===== src/rtl/symbol_stream_feeder.sv =====
// Host-side feeder for the STE automaton matcher: packs bytes into 16-bit characters,
// issues them one per cycle with a step enable, and turns matcher results into offset reports.
module symbol_stream_feeder #(
    parameter int FIFO_DEPTH = 8,
    parameter int CNT_W      = 32
) (
    input  logic             clock,
    input  logic             reset_n,
    input  logic             start,
    input  logic [7:0]       in_data,
    input  logic             in_valid,
    input  logic             in_last,
    output logic             in_ready,
    output logic [15:0]      character,
    output logic             step,
    input  logic             result,
    output logic             report_valid,
    output logic [CNT_W-1:0] report_offset,
    output logic [CNT_W-1:0] char_count,
    output logic             odd_drop,
    output logic             done
);

    localparam int PTR_W = (FIFO_DEPTH > 1) ? $clog2(FIFO_DEPTH) : 1;
    localparam logic [PTR_W:0]   FIFO_FULL = (PTR_W + 1)'(FIFO_DEPTH);
    localparam logic [PTR_W:0]   LVL_ZERO  = (PTR_W + 1)'(1'b0);
    localparam logic [PTR_W:0]   LVL_ONE   = (PTR_W + 1)'(1'b1);
    localparam logic [PTR_W-1:0] PTR_ZERO  = PTR_W'(1'b0);
    localparam logic [PTR_W-1:0] PTR_ONE   = PTR_W'(1'b1);
    localparam logic [CNT_W-1:0] CNT_ZERO  = CNT_W'(1'b0);
    localparam logic [CNT_W-1:0] CNT_ONE   = CNT_W'(1'b1);
    localparam logic [CNT_W-1:0] CNT_MAX   = {CNT_W{1'b1}};

    typedef enum logic [1:0] {
        ST_IDLE   = 2'd0,
        ST_STREAM = 2'd1,
        ST_FLUSH  = 2'd2,
        ST_DONE   = 2'd3
    } state_t;

    state_t           state_r;
    state_t           next_state_s;
    logic [15:0]      mem_r [FIFO_DEPTH];
    logic [PTR_W-1:0] wr_ptr_r;
    logic [PTR_W-1:0] rd_ptr_r;
    logic [PTR_W:0]   level_r;
    logic [7:0]       hi_r;
    logic             have_hi_r;
    logic [15:0]      character_r;
    logic             step_r;
    logic             report_valid_r;
    logic [CNT_W-1:0] report_offset_r;
    logic [CNT_W-1:0] idx_r;
    logic [CNT_W-1:0] char_count_r;
    logic             odd_drop_r;
    logic             done_r;

    logic fifo_empty_s;
    logic fifo_full_s;
    logic in_ready_s;
    logic accept_s;
    logic push_s;
    logic pop_s;
    logic start_ok_s;

    assign fifo_empty_s = (level_r == LVL_ZERO);
    assign fifo_full_s  = (level_r == FIFO_FULL);
    assign in_ready_s   = (state_r == ST_STREAM) && !fifo_full_s;
    assign accept_s     = in_valid && in_ready_s;
    assign push_s       = accept_s && have_hi_r;
    assign pop_s        = ((state_r == ST_STREAM) || (state_r == ST_FLUSH)) && !fifo_empty_s;
    assign start_ok_s   = start && ((state_r == ST_IDLE) || (state_r == ST_DONE));

    // Next-state logic for the stream lifecycle
    always_comb begin
        next_state_s = state_r;
        case (state_r)
            ST_IDLE: begin
                if (start) begin
                    next_state_s = ST_STREAM;
                end else begin
                    next_state_s = ST_IDLE;
                end
            end
            ST_STREAM: begin
                if (accept_s && in_last) begin
                    next_state_s = ST_FLUSH;
                end else begin
                    next_state_s = ST_STREAM;
                end
            end
            ST_FLUSH: begin
                // step_r must also be low so the final character's cycle completes first
                if (fifo_empty_s && !step_r) begin
                    next_state_s = ST_DONE;
                end else begin
                    next_state_s = ST_FLUSH;
                end
            end
            ST_DONE: begin
                if (start) begin
                    next_state_s = ST_STREAM;
                end else begin
                    next_state_s = ST_DONE;
                end
            end
            default: next_state_s = ST_IDLE;
        endcase
    end

    // State register
    always_ff @(posedge clock or negedge reset_n) begin
        if (!reset_n) begin
            state_r <= ST_IDLE;
        end else begin
            state_r <= next_state_s;
        end
    end

    // Byte pairing and odd-length tracking
    always_ff @(posedge clock or negedge reset_n) begin
        if (!reset_n) begin
            hi_r       <= 8'h00;
            have_hi_r  <= 1'b0;
            odd_drop_r <= 1'b0;
        end else if (start_ok_s) begin
            have_hi_r  <= 1'b0;
            odd_drop_r <= 1'b0;
        end else if (accept_s) begin
            if (have_hi_r) begin
                have_hi_r <= 1'b0;
            end else if (in_last) begin
                // unpaired final byte is discarded, never padded
                have_hi_r  <= 1'b0;
                odd_drop_r <= 1'b1;
            end else begin
                hi_r      <= in_data;
                have_hi_r <= 1'b1;
            end
        end
    end

    // Character FIFO storage, pointers and fill level
    always_ff @(posedge clock or negedge reset_n) begin
        if (!reset_n) begin
            for (int i = 0; i < FIFO_DEPTH; i++) begin
                mem_r[i] <= 16'h0000;
            end
            wr_ptr_r <= PTR_ZERO;
            rd_ptr_r <= PTR_ZERO;
            level_r  <= LVL_ZERO;
        end else if (start_ok_s) begin
            wr_ptr_r <= PTR_ZERO;
            rd_ptr_r <= PTR_ZERO;
            level_r  <= LVL_ZERO;
        end else begin
            if (push_s) begin
                mem_r[wr_ptr_r] <= {hi_r, in_data};
                wr_ptr_r        <= wr_ptr_r + PTR_ONE;
            end
            if (pop_s) begin
                rd_ptr_r <= rd_ptr_r + PTR_ONE;
            end
            case ({push_s, pop_s})
                2'b10:   level_r <= level_r + LVL_ONE;
                2'b01:   level_r <= level_r - LVL_ONE;
                default: level_r <= level_r;
            endcase
        end
    end

    // Issue stage: present the FIFO head to the matcher with a step enable
    always_ff @(posedge clock or negedge reset_n) begin
        if (!reset_n) begin
            character_r <= 16'h0000;
            step_r      <= 1'b0;
        end else begin
            step_r <= pop_s;
            if (pop_s) begin
                character_r <= mem_r[rd_ptr_r];
            end
        end
    end

    // Character index and saturating step counter
    always_ff @(posedge clock or negedge reset_n) begin
        if (!reset_n) begin
            idx_r        <= CNT_ZERO;
            char_count_r <= CNT_ZERO;
        end else if (start_ok_s) begin
            idx_r        <= CNT_ZERO;
            char_count_r <= CNT_ZERO;
        end else if (step_r) begin
            idx_r <= idx_r + CNT_ONE;
            if (char_count_r != CNT_MAX) begin
                char_count_r <= char_count_r + CNT_ONE;
            end
        end
    end

    // Report records: idx_r still names the stepped character during its step cycle
    always_ff @(posedge clock or negedge reset_n) begin
        if (!reset_n) begin
            report_valid_r  <= 1'b0;
            report_offset_r <= CNT_ZERO;
        end else begin
            report_valid_r <= step_r && result;
            if (step_r && result) begin
                report_offset_r <= idx_r;
            end
        end
    end

    // Done flag, held until the next accepted start
    always_ff @(posedge clock or negedge reset_n) begin
        if (!reset_n) begin
            done_r <= 1'b0;
        end else if (start_ok_s) begin
            done_r <= 1'b0;
        end else if ((state_r == ST_FLUSH) && (next_state_s == ST_DONE)) begin
            done_r <= 1'b1;
        end
    end

    assign in_ready      = in_ready_s;
    assign character     = character_r;
    assign step          = step_r;
    assign report_valid  = report_valid_r;
    assign report_offset = report_offset_r;
    assign char_count    = char_count_r;
    assign odd_drop      = odd_drop_r;
    assign done          = done_r;

endmodule


===== config.mk =====
export PLATFORM = sky130hd
export DESIGN_NAME = symbol_stream_feeder
export DESIGN_NICKNAME = d
export VERILOG_FILES = /design/src/rtl/symbol_stream_feeder.sv
export SDC_FILE = /design/constraint.sdc
export NUM_CORES = 1
export LEC_CHECK = 0
export ABC_CLOCK_PERIOD_IN_PS = 3400
export BUFFER_PORTS_ARGS = -buffer_cell sky130_fd_sc_hd__buf_2
export CAP_MARGIN = 10
export CELL_PAD_IN_SITES_DETAIL_PLACEMENT = 1
export CELL_PAD_IN_SITES_GLOBAL_PLACEMENT = 1
export CORE_UTILIZATION = 49
export CTS_CLUSTER_DIAMETER = 60
export DETAILED_ROUTE_END_ITERATION = 10
export PLACE_DENSITY_LB_ADDON = 0.25
export RECOVER_POWER = 25
export SETUP_SLACK_MARGIN = 0.02
export SLEW_MARGIN = 0
export SYNTH_ARGS = -nofsm -noshare
export SYNTH_HDL_FRONTEND = slang
export SYNTH_SLANG_ARGS = --single-unit

===== constraint.sdc =====
create_clock -name clock -period 3.4 [get_ports clock]
set_clock_uncertainty 0.2 [all_clocks]
set_input_delay 0.17 -clock clock [delete_from_list [all_inputs] [get_ports clock]]
set_output_delay 0.17 -clock clock [all_outputs]
set_load 0.02 [all_outputs]

Yosys cells after proc, flatten, opt, wreduce, memory -nomap -nowiden
Index checks and enable logic that the tools add are counted.
- register bits: 265
- latch bits: 0
- memory bits (writable): 0
- ROM bits: 0
- output and inout port bits: 85
- logic and storage cells: 106
- memories: 0
- $add $sub $neg: 6
- multipliers: 0
- divide/modulo/power cells: 0
- magnitude comparators: 3
- equality and inequality tests: 9
- shifts and indexed selects: 0
- mux-type cells: 32
- bitwise operators: 5
- reduce and logical (&&, ||, !) cells: 29
- operator list (cell ; number):
    2-to-1 mux 32 bit ; 5
    bitwise mux 128 bit ; 1
    adder 32 x 1 -> 32 bit (second input constant) ; 2
    binary-select mux 16 bit (select 3 bit) ; 1
    demux 16 bit (select 3 bit) ; 1
    2-to-1 mux 16 bit ; 3
    != test 32 bit (second input constant) ; 1
    nonzero test 2 bit ; 7
    2-to-1 mux 1 bit ; 12
    2-to-1 mux 3 bit ; 4
    logical AND 1 bit ; 10
    equality test 2 bit (second input constant) ; 4
    >= comparator 4 bit (second input constant) ; 2
    NOT 3 -> 4 bit ; 2
    case mux 2 bit (4 select lines) ; 1
    case mux 4 bit (2 select lines) ; 1
    adder 3 x 1 -> 3 bit (second input constant) ; 2
    adder 4 x 1 -> 4 bit (second input constant) ; 1
    equality test 2 x 1 -> 1 bit (second input constant) ; 2
    equality test 4 bit (second input constant) ; 1
    zero test 4 bit ; 1
    < comparator 4 x 1 -> 1 bit (second input constant) ; 1
    2-to-1 mux 2 bit ; 2
    2-to-1 mux 4 bit ; 1
    other kinds (10) ; 16

Longest topological paths before layout
Gate-level depths: netlist of run 1.
- depth after elaboration: 11
- gate-level depth with buffers: 11

Worst setup path before layout of run 1
Ideal clock, no wire load.
- kind: register to register
- from: register level_r[2]
- to: register level_r[3]
- setup time: 83 ps
- arrival: 2455 ps
- data required time: 3117 ps
- setup slack: 662 ps
- stages on the path, launching flop included: 9
- clock period less this slack: 2738 ps
- cells stage by stage: dfrtp_1 -> or4b_1 -> buf_2 -> a21oi_1 -> ha_1 -> and3_1 -> o21ai_0 -> mux2_2 -> o22ai_1
- word-level cells in the longest chain between the ends: 8
- elaborated cells on any way between the ends: 15
- those cells by class: add/sub: 2; eq/ne: 3; mux: 2; reduce/logical: 8
- ends and longest elaborated chain (element ; line ; source):
    from (decl) ; 46 ; logic [PTR_W:0] level_r;
    from (signal assigned) ; 165 ; 2'b10: level_r <= level_r + LVL_ONE;
    from (signal assigned) ; 166 ; 2'b01: level_r <= level_r - LVL_ONE;
    from (signal assigned) ; 167 ; default: level_r <= level_r;
    equality test 4 bit ; 67 ; assign fifo_full_s = (level_r == FIFO_FULL);
    zero test 1 bit ; 68 ; assign in_ready_s = (state_r == ST_STREAM) && !fifo_full_s;
    logical AND 1 bit ; 68 ;
    logical AND 1 bit ; 69 ; assign accept_s = in_valid && in_ready_s;
    logical AND 1 bit ; 70 ; assign push_s = accept_s && have_hi_r;
    equality test 2 x 1 -> 1 bit / equality test 2 bit (equally long branches) ; 164 ; case ({push_s, pop_s})
    case mux 4 bit (2 select lines) ; 164 ;
    2-to-1 mux 4 bit ; 152 ; end else if (start_ok_s) begin
Parallel ways exist; a longest one is shown, timed or not.
A chain may end at the register's enable or synchronous reset.

Final worst setup path of run 1
- from: register state_r[0]
- to: register mem_r[54] (netlist name)
- word-level cells in the longest chain between the ends: 5
- elaborated cells on any way between the ends: 10
- those cells by class: eq/ne: 2; bitwise: 1; reduce/logical: 7
- ends and longest elaborated chain (element ; line ; source):
    from (decl) ; 41 ; state_t state_r;
    from (signal assigned) ; 116 ; state_r <= next_state_s;
    equality test 2 x 1 -> 1 bit, or another cell as far along ; 68 ;
    logical AND 1 bit / logical OR 1 bit (equally long branches) ; 68, 72 ;
    logical AND 1 bit, on equally long branches ; 69, 72 ;
    logical AND 1 bit / NOT 1 bit (equally long branches) ; - ;
    AND reduction 2 bit (no line) (*) ; - ;
    to (signal, indexed assignment) ; 158 ; mem_r[wr_ptr_r] <= {hi_r, in_data};
    to (decl) ; 43 ; logic [15:0] mem_r [FIFO_DEPTH];
Mark *: on every way between the ends. The rest lies on a longest branch, timed or not.

==> run metrics, run 1 <==
Diodes inserted 0; I/O Buffers about 100; leading post-synthesis cells by cell area dfrtp_1 (54%), mux2_2 (15%), mux4_2 (5.9%), xor2_1 (2.0%), nor2_1 (1.8%); drt total wl ~28 mm; Synth Area in Simple Gates 0.103; R2R cell count 7; headroom to the max-slew limit -0.612; Post-Synthesis Cell Area between 0.01 and 0.015 mm2; die footprint between 0.02 and 0.03 mm2; xor/xnor share of the synthesized area 0.0322; switching pwr about 3200 uW; met3 usage 0.0314; top cells by instance count after synthesis dfrtp_1 (265), mux2_2 (158), nor2_1 (58), nand2_1 (43), o21ai_0 (40); Nets roughly 1100; initial antenna violation count 0; failing checks capacitance limit, slew limit; routed len/inst roughly 20 um; GRT Util Overall 0.232; Worst Path Arrival around 3100 ps; IO Pins just under 100; post-route setup TNS 0 ps; Seq/Total Area, Yosys 0.542; Clock Latency Late Sink 540 ps; top-count cell post-synth dfrtp_1; Slew @ Worst Pin between 2000 and 2500 ps; hold_ws roughly 280 ps; switching share of power 0.331; share of cells above drive strength 1 0.360; unrepaired setup endpoints after global routing false; Netlist cell types 60; Detailed Place HPWL 17.7 mm; Tot Pwr about 9600 uW; power share of the clock group 0.311; Max FO, Critical Path 16; number of global-route vias before repair roughly 8700; H-Tree Depth 1; f_max 341 MHz; num rows between 50 and 60; P per Cell Area about 680 mW/mm2; Worst-path clk slew about 60 ps; Critical Path Sink Type register; Mapped Nets ~960; DRT antenna net count 0; post-synthesis adder-cell area fraction 0.0102; R2R Path End mem_r[54]; Combinational Power Share 0.262; sequential share of power 0.427; largest net degree at the start of global routing 92; Synth Warn # 0; Clock Tree Root clkbuf_16; Req. time, crit path approximately 3600 ps; Max-Cap Viols 1; design area between 0.01 and 0.015 mm2; Core ar. approximately 0.024 mm2; largest family of logic cells by synthesized area multiplexers; GR Util met2 0.389; Setup violations, final 0; Remaining Overflow, GRT 0; fillers 2449; area leader, netlist dfrtp_1; chip width about 160 um; Via density about 5.8; number of synthesized flops with an enable pin 0; met1 usage 0.325; r2r setup slk about 470 ps; mux cell area share after synthesis 0.232; most used routing layer met2; CP Class reg2reg; Mapped Cells just over 900; Max clock buf depth 3; P&R area growth vs syn 15.2%; Hold Crit Class reg2reg; Residual DRC 0; min Tclk post-route 2930 ps; main flop type after synthesis dfrtp_1; PnR worst setup slack 470 ps; Hold EP character[7]; status finished with violations; Yosys top cell area share 0.542; gpl congestion about 0.76; Final Hold Vio Count 0; period utilization 0.862; Peak VDD IR ~0.00038 V; dpl cell area between 0.01 and 0.015 mm2; hold depth 2; CTS Buf Count 29; Die Span Y about 160 um; leakage power 0.00679 uW; fraction of registers with async set/reset 1.00; CP Launch Type register; Compound-Gate Fraction of Synth Area 0.0510; pre-CTS WS about 460 ps; Pre-Repair DR Iteration Count 4; worst r2r src state_r[0]; TritonCTS clock tree done; Hold Startpoint character[7]; first-pass GRT wire length roughly 48 mm; Via Count 7944; syn avg cell area 13.1 um2; #FFs+latches synth between 200 and 300; Int Pwr ~6400 uW; max-slew violations 90; DR iter-0 viols between 400 and 500; Clock Sinks 265; Starting Density 0.501
-- sequential cells by signal (all words and copies together) (netlist names) --
name / cells
level_r: 4
report_valid: 1
odd_drop: 1
state_r: 2
mem_r: 128
char_count: 32
report_offset: 32
done: 1
idx_r: 32
rd_ptr_r: 3
hi_r: 8
wr_ptr_r: 3
have_hi_r: 1
step: 1
character: 16
-- area by class of cell --
type	count	area [um2]	share of cell area
clock buffer	42	845	0.0600
tap	324	405	0.0288
timing repair buffer	132	828	0.0588
inverter	16	60.1	0.00426
sequential	265	6630	0.471
multi-input combinational	599	5270	0.374
clock inverter	3	45.0	0.00320
-- cells by family (layout without fill, tap and decap cells) --
kind of cell    count (synthesis)  count (layout)
fa+ha+maj                      10              10
simple gates                  224             224
buf+inv                        70             193
flops                         265             265
xor+xnor                       45              45
mux                           219             219
compound gates                101             101
-- per-stage QoR --
step                       util  std cells
after floorplan               -        934
after global placement    0.536       1323
after detailed placement  0.536       1323
after CTS                 0.578       1381
after global routing      0.577       1381
final                     0.577       1381
-- worst max path at each step --
stage	from	end	slack (ps)	cells after the start
6_report	state_r[0]	mem_r[54]	470	7
3_5_place_dp	state_r[0]	mem_r[54]	460	7
3_3_place_gp	level_r[1]	level_r[3]	520	8
2_1_floorplan	level_r[2]	level_r[3]	660	8
5_1_grt	reset_n	rd_ptr_r[0]	170	2
4_1_cts	state_r[0]	mem_r[115]	430	7
-- critical path, stage by stage (launching register included) --
cell,delay [ps]
dfrtp_1,390
inv_1,80
ha_1,470
nand2b_1,280
nand4_1,300
nor3_1,280
nand2_2,380
mux2_2,420
-- layout by cell type, fill, tap and decap left out, types with 3 or more instances in the layout --
cell           Yosys  routed
a21oi_1           23      23
o31ai_1            3       3
mux2i_1           19      19
clkbuf_1          28       6
nand2_1           43      43
inv_1             16      16
dlygate4sd3_1      0      13
buf_12             0       4
a311oi_1           5       5
and2_1             4       4
xor2_1            28      28
nand4_1           18      18
buf_2             10      97
o2111ai_1          7       7
a31oi_1            8       8
mux2_2           158     158
or3_1             17      17
o21ai_0           40      40
and4_1            13      13
nor2_1            58      58
ha_1              10      10
mux4_2            32      32
nor3_1             3       3
clkbuf_16          0      29
dfrtp_1          265     264
buf_4              3      17
clkbuf_8           0       7
and3_1            13      13
mux2_4            10      10
xnor2_1           17      17
or4_1              4       4
nand3_1           25      25
nand2_2            3       3
nor4b_1            4       3
-- per-layer routing --
layer | up-vias | routed length, um | share of wire
li1 | 3633 | - | -
met1 | 4145 | 12900 | 0.46
met2 | 130 | 14000 | 0.50
met3 | 36 | 793 | 0.028
met4 | 0 | 495 | 0.018
met5 | - | 0 | 0
-- repair_timing --
item / 4_1_cts / 5_1_grt
endpoints found under the hold margin: 167 / 0
hold buffers: 13 / 0
resized for setup: 0 / 0
setup buffers: 0 / 0
-- power by group through the flow --
stage	combinational (uW)	clock (uW)	sequential, uW
4_1_cts	2560	3050	4110
2_1_floorplan	1730	0	4040
3_3_place_gp	2440	0	4120
3_5_place_dp	2520	0	4150
5_1_grt	2780	3180	4180
6_report	2510	2990	4100
Power figures use the tool's default switching activity.
==> run 2: changes to the inputs <==
--- a/config.mk
+++ b/config.mk
@@ -6,13 +6,13 @@
 export NUM_CORES = 1
 export LEC_CHECK = 0
 export ABC_CLOCK_PERIOD_IN_PS = 3400
-export BUFFER_PORTS_ARGS = -buffer_cell sky130_fd_sc_hd__buf_2
 export CAP_MARGIN = 10
 export CELL_PAD_IN_SITES_DETAIL_PLACEMENT = 1
 export CELL_PAD_IN_SITES_GLOBAL_PLACEMENT = 1
-export CORE_UTILIZATION = 49
+export CORE_UTILIZATION = 52
 export CTS_CLUSTER_DIAMETER = 60
 export DETAILED_ROUTE_END_ITERATION = 10
+export DONT_BUFFER_PORTS = 1
 export PLACE_DENSITY_LB_ADDON = 0.25
 export RECOVER_POWER = 25
 export SETUP_SLACK_MARGIN = 0.02
==> run metrics, run 2 (synthesis gave the netlist of run 1 again) <==
status finished with violations; failing checks hold timing; share of cells above drive strength 1 0.299; DRT antenna net count 0; CTS Buf Count 30; I/O Buffers 0; post-CTS sizing 0; min Tclk post-route a little under 3000 ps; P per Cell Area 699 mW/mm2; Slew @ Worst Pin roughly 880 ps; f_max around 340 MHz; Diodes inserted 0; fin util 0.594; GRT Util Overall 0.241; number of global-route vias before repair approximately 8500; Die Span Y 155 um; Final Hold Vio Count between 200 and 300; pre-CTS WS about 540 ps; P&R area growth vs syn 11.0%; Req. time, crit path between 3000 and 4000 ps; Remaining Overflow, GRT 0; leakage power around 0.0063 uW; Crit path buffers/inverters 1; slowest CP cell or4b_1; Worst-path clk slew approximately 60 ps; H-Tree Depth 1; Setup violations, final 0; Pre-Repair DR Iteration Count 4; hold_ws -882 ps; IO Pins 99; max reg flops about 130; Detailed Place HPWL between 15 and 20 mm; Clock Tree Root clkbuf_16; Top reg by flops mem_r; Via Count 7597; largest net degree at the start of global routing approximately 270; period utilization 0.854; gpl congestion 0.791; # Post-CTS Setup Buffers 0; delay of the slowest critical-path stage 680 ps; post-route setup TNS 0 ps; headroom to the max-slew limit 0.410; Via density about 6; num rows 55; die footprint roughly 0.024 mm2; unrepaired setup endpoints after global routing false; CP Launch Type register; Nets between 900 and 1000; TritonCTS clock tree done; Worst Path Arrival 3160 ps; PnR worst setup slack between 400 and 500 ps; commonest non-fill, non-tap cells in the layout dfrtp_1 (264), mux2_2 (158), nor2_1 (58); Hold Buf Count CTS 12; Peak VDD IR around 0.00046 V; Clock Latency Late Sink about 550 ps; most common cell after layout, fill and taps aside dfrtp_1; Clock Sinks approximately 270; Max-Cap Viols 0; Critical Path Sink Type register; drt total wl roughly 28 mm; first-pass GRT wire length 46.2 mm; Core ar. 0.0228 mm2; chip width approximately 160 um; DR iter-0 viols around 450; Hold Crit Class in2async; max-slew violations 0; crit path cell chain or4b_1, a21oi_1, buf_4, ha_1, and3_1, o21ai_0, mux2_2, o22ai_1; Max clock buf depth 3; routed len/inst ~22 um; Max FO, Critical Path 11; CP Class reg2reg; largest delay contributor family on the critical path simple AND/OR/NAND/NOR gates; initial antenna violation count 0; Starting Density 0.535; fillers 2245; Residual DRC 0
run 2: final timing paths:
path / from / endpoint / slack, ps / depth (start not counted)
setup / recovery: level_r[1] / level_r[3] / 500 / 8
hold / removal: reset_n / char_count[26] / -880 / 0
setup reg to reg: level_r[1] / level_r[3] / 500 / 8
hold reg to reg: mem_r[83] / mem_r[83] / 300 / 1
max in group asynchronous: reset_n / state_r[0] / 3360 / 0
min in group clock: in_valid / mem_r[70] / 30 / 4
run 2: where the power goes:
part	internal [uW]	switching [uW]	leakage [uW]
clock	1780	1310	0.000454
sequential	3580	598	0.00363
combinational	967	1260	0.00218
run 2: worst register-to-register path: stages (launching register included):
cell and delay (ps):
dfrtp_1 500, or4b_1 680, a21oi_1 180, buf_4 160, ha_1 260, and3_1 180
o21ai_0 170, mux2_2 350, o22ai_1 130
run 2: final cells by class:
| class | instances | area (um2) | area share |
|---|---|---|---|
| Multi-Input combinational cell | 599 | 5270 | 0.388 |
| Timing Repair Buffer | 29 | 273 | 0.0201 |
| Clock buffer | 41 | 863 | 0.0636 |
| Clock inverter | 13 | 86.3 | 0.00636 |
| Sequential cell | 265 | 6630 | 0.489 |
| Tap cell | 313 | 392 | 0.0289 |
| Inverter | 16 | 60.1 | 0.00442 |
run 2: through the flow:
| stage | hold slack (ps) | cells | instance area (um2) | total power, uW |
|---|---|---|---|---|
| 2_1_floorplan | -326 | 934 | 12200 | 5770 |
| 3_3_place_gp | -321 | 1210 | 12500 | 6350 |
| 3_5_place_dp | -321 | 1210 | 12500 | 6460 |
| 4_1_cts | -902 | 1276 | 13600 | 9590 |
| 5_1_grt | -908 | 1276 | 13600 | 9980 |
| 6_report | -882 | 1276 | 13600 | 9490 |
run 2: per-layer routing:
| layer | global-route usage | wire, um | vias up |
|---|---|---|---|
| met1 | 0.314 | 11900 | 3994 |
| met3 | 0.0468 | 1230 | 45 |
| met4 | 0.0649 | 602 | 0 |
| li1 | - | - | 3425 |
| met5 | 0 | 0 | - |
| met2 | 0.414 | 13900 | 133 |
